[src/rtl/coax_tx_scheduler.sv]
// Frame-level round-robin scheduler feeding the buffered coax transmitter.
// Loads one whole frame into the FIFO, starts it, supervises the line, then holds an inter-frame gap.
module coax_tx_scheduler #(
  parameter int GAP_CLOCKS    = 16,
  parameter int START_TIMEOUT = 64,
  parameter int TIMER_WIDTH   = 8
) (
  input  logic        clk,
  input  logic        reset,
  input  logic [1:0]  req_valid,
  input  logic [19:0] req_data,
  input  logic [1:0]  req_last,
  output logic [1:0]  req_ready,
  output logic [9:0]  tx_data,
  output logic        tx_load_strobe,
  output logic        tx_start_strobe,
  input  logic        tx_empty,
  input  logic        tx_full,
  input  logic        tx_active,
  output logic        busy,
  output logic [1:0]  grant,
  output logic        frame_done,
  output logic        frame_error
);

  typedef enum logic [2:0] {
    IDLE,
    LOAD,
    DRAIN,
    START,
    WAIT_ACTIVE,
    WAIT_DONE,
    GAP
  } state_t;

  localparam logic [TIMER_WIDTH-1:0] GAP_LOAD   = TIMER_WIDTH'(GAP_CLOCKS);
  localparam logic [TIMER_WIDTH-1:0] START_LOAD = TIMER_WIDTH'(START_TIMEOUT);
  localparam logic [TIMER_WIDTH-1:0] ONE        = TIMER_WIDTH'(1);

  state_t                 state, state_nxt;
  logic [1:0]             grant_nxt;
  logic                   ptr, ptr_nxt;
  logic [TIMER_WIDTH-1:0] timer, timer_nxt;
  logic                   err, err_nxt;
  logic [1:0]             cand;
  logic                   win;
  logic                   own;
  logic                   own_valid;
  logic                   own_last;

  assign own       = grant[1];
  assign own_valid = req_valid[own];
  assign own_last  = req_last[own];
  assign tx_data   = own ? req_data[19:10] : req_data[9:0];
  assign busy      = (state != IDLE);
  assign cand      = req_valid & {2{tx_empty}};

  always_ff @(posedge clk or posedge reset) begin
    if (reset) begin
      state <= IDLE;
      grant <= 2'b00;
      ptr   <= 1'b0;
      timer <= '0;
      err   <= 1'b0;
    end else begin
      state <= state_nxt;
      grant <= grant_nxt;
      ptr   <= ptr_nxt;
      timer <= timer_nxt;
      err   <= err_nxt;
    end
  end

  always_comb begin
    state_nxt       = state;
    grant_nxt       = grant;
    ptr_nxt         = ptr;
    timer_nxt       = timer;
    err_nxt         = err;
    win             = 1'b0;
    req_ready       = 2'b00;
    tx_load_strobe  = 1'b0;
    tx_start_strobe = 1'b0;
    frame_done      = 1'b0;
    frame_error     = 1'b0;

    case (state)
      IDLE: begin
        if (cand != 2'b00) begin
          win       = (cand == 2'b11) ? ptr : cand[1];
          grant_nxt = win ? 2'b10 : 2'b01;
          ptr_nxt   = ~win;
          state_nxt = LOAD;
        end
      end

      LOAD: begin
        req_ready[own] = ~tx_full;
        tx_load_strobe = own_valid & ~tx_full;
        if (own_valid) begin
          // a full FIFO wins over a coinciding last marker: the word is refused
          if (tx_full) begin
            err_nxt   = 1'b1;
            state_nxt = DRAIN;
          end else if (own_last) begin
            state_nxt = START;
          end
        end
      end

      DRAIN: begin
        req_ready[own] = 1'b1;
        if (own_valid && own_last) state_nxt = START;
      end

      START: begin
        tx_start_strobe = 1'b1;
        timer_nxt       = START_LOAD;
        state_nxt       = WAIT_ACTIVE;
      end

      WAIT_ACTIVE: begin
        if (tx_active) begin
          state_nxt = WAIT_DONE;
        end else if (timer <= ONE) begin
          timer_nxt = '0;
          err_nxt   = 1'b1;
          state_nxt = WAIT_DONE;
        end else begin
          timer_nxt = timer - ONE;
        end
      end

      WAIT_DONE: begin
        if (!tx_active && tx_empty) begin
          frame_error = err;
          frame_done  = ~err;
          err_nxt     = 1'b0;
          if (GAP_CLOCKS == 0) begin
            grant_nxt = 2'b00;
            state_nxt = IDLE;
          end else begin
            timer_nxt = GAP_LOAD;
            state_nxt = GAP;
          end
        end
      end

      GAP: begin
        if (timer <= ONE) begin
          timer_nxt = '0;
          grant_nxt = 2'b00;
          state_nxt = IDLE;
        end else begin
          timer_nxt = timer - ONE;
        end
      end

      default: begin
        grant_nxt = 2'b00;
        state_nxt = IDLE;
      end
    endcase
  end

endmodule

[config.mk]
export PLATFORM = sky130hd
export DESIGN_NAME = coax_tx_scheduler
export DESIGN_NICKNAME = d
export VERILOG_FILES = /design/src/rtl/coax_tx_scheduler.sv
export SDC_FILE = /design/constraint.sdc
export NUM_CORES = 1
export LEC_CHECK = 0
export ABC_AREA = 1
export CORE_AREA = 2 2 57 59
export CTS_CLUSTER_DIAMETER = 200
export DETAILED_ROUTE_END_ITERATION = 7
export DIE_AREA = 0 0 59 61
export PLACE_DENSITY = 0.85
export SYNTH_ARGS = -nofsm -noshare
export SYNTH_HDL_FRONTEND = slang
export SYNTH_SLANG_ARGS = --single-unit
export TNS_END_PERCENT = 10
[constraint.sdc]
create_clock -name clk -period 2 [get_ports clk]
set_clock_uncertainty 0.1 [all_clocks]
set_input_delay 0.4 -clock clk [delete_from_list [all_inputs] [get_ports clk]]
set_output_delay 0.4 -clock clk [all_outputs]
set_load 0.05 [all_outputs]
Yosys cells after proc, flatten, opt, wreduce, memory -nomap -nowiden. Index checks and enable logic that the tools add are counted.

Register bits: 15. Input port bits: 29. Logic and storage cells: 87.

Add/subtract/negate cells: 1. Order comparisons: 3. Eq/ne operators: 17. Multiplexer cells: 39. Bitwise logic cells: 7. Reductions and logical operators: 15.

Operator list (count): $pmux W8 S4 (1); $mux W3 (9); $mux W8 (3); $pmux W3 S7 (1); $mux W1 (17); $ne A2 B2 Y1 const B (8); $mux W10 (1); $eq A3 B3 Y1 const B (3); $le A8 B1 Y1 const B (1); $sub A8 B1 Y8 const B (1); $reduce_and A7 Y1 (1); $eq A3 B2 Y1 const B (2); $mux W2 (3); $ne A3 B3 Y1 const B (2); $pmux W2 S3 (1); $reduce_and A3 Y1 (2); $reduce_and A6 Y1 (1); $reduce_bool A3 Y1 (2); $reduce_or A5 Y1 (1); $and A2 B2 Y2 (2); $not A1 Y1 (4); $pmux W2 S2 (1); $reduce_bool A4 Y1 (1); $eq A3 B1 Y1 const B (1); 11 further kinds (13).

Depth between registers and ports, before layout.
Depth after elaboration: 6. Mapped depth: 11.

Worst setup path before layout. No wires, ideal clock.

Path type: register to output. Start: register state[1]. End: output frame_done. Data arrival time: 1.842 ns. Data required time: 1.500 ns. Slack: -0.342 ns. Cell stages (with the launch flop): 6. Buffers on the path: 0. Path through: dfrtp_1 inv_2 nand2_4 nor2_4 inv_1 nor3_1.

Cells in the longest elaborated chain, start to end: 2.

RTL lines: start, declared (RTL line 40) `state_t state, state_nxt;`; start signal, assigned (RTL line 66) `state <= state_nxt;`; $eq A3 B3 Y1 (RTL line 87) `case (state)`; $mux W1 (RTL line 87); end, declared (RTL line 22) `output logic frame_done,`.

No other way between the ends.

Final worst setup path.
Start: input tx_active. End: output frame_done.

Cells in the longest elaborated chain, start to end: 4.

RTL lines: start, declared (RTL line 19) `input logic tx_active,`; $logic_not A1 Y1 (RTL line 135) `if (!tx_active && tx_empty) begin`; $logic_and A1 B1 Y1 (RTL line 135); $mux W1 (RTL line 135); $mux W1 (RTL line 87).

No other way between the ends.

==> results by group <==
Timing
  • Fmax: ~0.5 GHz
  • Slew headroom: 62.9%
  • Final cycle utilization of the critical path: just under 100%
  • Slew Viols, Final: 0
  • Final setup violation count: 0
  • Worst slew pin tran: about 0.56 ns
  • Final Hold Viols: 0
  • Setup TNS: 0 ns
  • Post-route minimum period: 1.96 ns
  • RSZ-0062 raised after global routing: yes

Power and ir drop
  • PD cells: 1680 nW/µm²
  • Power Internal: 1.62 mW
  • Combinational share of power: just under 80%
  • Net Switching: 1.85 mW
  • Clk network pwr share: under 10%
  • Pleak: 1.06 nW
  • Sequential share of power: 17.2%
  • Sw Ratio: 53.4%
  • Maximum vdd drop: 0.000809 V

Die
  • Top Ports: 48
  • Core Box Area: a little under 3000 µm²
  • Site Rows: 20
  • Die area: 3600 µm²
  • Die X: 59 µm
  • Die H: just over 60 µm
  • Initial Util: 42.6%

Yosys
  • Synth cell types: 27
  • Top cell type's share of synthesized area: 29.8%
  • #FFs+latches synth: 15
  • Yosys warns: 0
  • Post-synth ARST share: 100%
  • Largest area contributor in the netlist: dfrtp_1
  • Top FF cell, synth: dfrtp_1
  • Post-synth EDFFs: 0
  • Synth Cell Area: 1260 µm²
  • Avg Inst Size Synth: 6.52 µm²
  • Seq/Total Area, Yosys: about 30%
  • Syn nets: 224
  • Mapped Cells: 193
  • Top cells by area, synth: dfrtp_1 30%, nand2_1 22%, inv_1 6.9%

Critical path
  • WP data required: 1.50 ns
  • Critical path origin: tx_active
  • Crit Path Max Fanout: 3
  • Crit Path Category: in -> out
  • Reg2reg path depth: 11
  • Setup crit end: frame_done
  • Reg-to-Reg End: state[2]$_DFFE_PP0P_
  • CP Launch Type: input pin
  • Crit end category: output pin
  • Flop2flop setup slack: 0.21 ns
  • R2R Path Start: timer[0]$_DFFE_PP0P_
  • WP data arrival: 1.46 ns

Clocking
  • Hold Buf Count CTS: 0
  • Later-pin clock latency in the skew report: 0.29 ns
  • CTS tree: yes
  • H-tree levels: 1
  • TritonCTS Buffers: 3
  • Clock-pin slew on the worst setup and hold paths: 0.09 ns
  • Root buf cell: clkbuf_4
  • Max Buffers Root-to-Sink: 2
  • CTS sink count: 15

Placed design
  • Placed inst area: roughly 2000 µm²
  • Hpwl dp: 2770 µm
  • RD Place Congestion: 0.870
  • Placed cells: 275
  • I/O Buffers: 47

Finish
  • N_diodes: 0
  • Final instance area: 2060 µm²
  • Layout Cells excl Fill: between 200 and 300
  • Area delta synth->final: 63.7%
  • Most common cell after layout, fill and taps aside: nand2_1
  • Final nets: about 280
  • Most frequent cells in the layout: 73 x nand2_1, 28 x clkdlybuf4s50_1, 22 x inv_1
  • Fraction of layout cells with a size suffix above 1: 27.6%

Drt
  • Drt wl/cell: 12.8 µm
  • Routed Antenna Nets: 0
  • Routed vias/inst: 5.04
  • DRC Markers: 0
  • Vias post-DR: ~1.4k
  • DR pass1 iterations: 5
  • Final WL: 3620 µm
  • Initial DRC Count: 79

GRT
  • Vias in the first global route: ~1.3k
  • Met3 usage: about 3.8%
  • Met1 usage: roughly a quarter
  • First-pass GRT wire length: 5570 µm
  • Overflow after GRT: 0
  • GRT Max-Usage Layer: met2
  • Initial antenna violation count: 0
  • Largest net degree at the start of global routing: 16
  • GRT Overall Usage: 20.4%
  • Met2 Use GR: roughly 36%

Status
  • Status: complete, no violations

Job
  • Max-Cap Viols: 0

Min path
  • HP Class: in -> async
-- registers in the layout (all words and copies together), names as in the netlist --
signal and flops:
state 3, ptr 1, err 1, grant 2, timer 8
-- Yosys cell counts (2+ instances only) --
| cell | count |
|---|---|
| xor2_1 | 4 |
| nand2_2 | 4 |
| dfrtp_1 | 15 |
| nand4_1 | 3 |
| nor2_1 | 17 |
| o21ai_0 | 6 |
| inv_1 | 23 |
| nor2_4 | 2 |
| clkbuf_1 | 2 |
| nand3_1 | 9 |
| nand2_1 | 73 |
| nor2_2 | 5 |
| o21ai_2 | 2 |
| o22ai_1 | 2 |
| nand3_2 | 3 |
| inv_2 | 3 |
| o21ai_1 | 3 |
| nand2_4 | 4 |
| a21oi_1 | 4 |
| ha_1 | 2 |
-- logic make-up (layout without fill, tap and decap cells) --
logic type	count (synthesis)	after routing	share of synthesized area [%]
xor gates and xnor gates	4	4	2.78
adders and majority gates	2	2	1.99
and+or+nand+nor	123	123	46.9
buffers and inverters	29	86	8.95
DFF	15	15	29.8
AOI/OAI and AO/OA	20	20	9.54
-- area by class of cell --
cell class	instances	area, µm²
Clock inverter	1	5.00
Inverter	26	104
Sequential cell	15	379
Clock buffer	3	22.5
Fill cell	213	892
Tap cell	33	41.3
Multi-Input combinational cell	149	806
Timing Repair Buffer	56	703
-- critical path: stages --
cell and delay, ns:
clkdlybuf4s50_1 0.44, inv_1 0.09, nand2_1 0.13, nor3_4 0.23, buf_12 0.16
-- how the worst min path moves through the flow --
| stage | from | to | slack [ns] | depth (start not counted) |
|---|---|---|---|---|
| 2_1_floorplan | reset | err$_DFFE_PP0P_ | 0.20 | 1 |
| 3_3_place_gp | grant[0]$_DFFE_PP0P_ | grant[0]$_DFFE_PP0P_ | 0.39 | 2 |
| 3_5_place_dp | grant[0]$_DFFE_PP0P_ | grant[0]$_DFFE_PP0P_ | 0.39 | 2 |
| 4_1_cts | reset | timer[2]$_DFFE_PP0P_ | 0.37 | 2 |
| 5_1_grt | reset | timer[2]$_DFFE_PP0P_ | 0.40 | 2 |
| 6_report | reset | timer[2]$_DFFE_PP0P_ | 0.35 | 2 |
-- per-stage QoR --
stage	utilization (%)	power [mW]	hold WS, ns	setup WS, ns
after floorplan	-	2.22	0.201	-0.239
after global placement	66.5	3.10	0.392	0.0591
after detailed placement	66.5	3.15	0.390	0.0516
after CTS	68.0	3.37	0.368	-0.0194
after global routing	69.8	3.74	0.401	-0.0325
final	69.8	3.47	0.347	0.0355
-- per-layer routing --
metal | share of wire, % | routed length [µm]
met3 | 5.9 | 212
met5 | 0 | 0
met2 | 52 | 1870
met4 | 2.0 | 72
met1 | 41 | 1470
-- power by group through the flow --
stage	Sequential (mW)	Clock [mW]	Combinational, mW
final	0.598	0.174	2.70
after global routing	0.618	0.197	2.92
after CTS	0.590	0.179	2.60
after detailed placement	0.588	0	2.56
after global placement	0.583	0	2.52
after floorplan	0.609	0	1.61
-- repair_timing --
item | in CTS | in global routing
endpoints found under the hold margin | 0 | 0
buffers inserted | 1 | 3
gates resized for setup | 4 | 10
endpoints found under the setup margin | 5 | 18
Note: power is estimated with default switching activity, not from simulation.
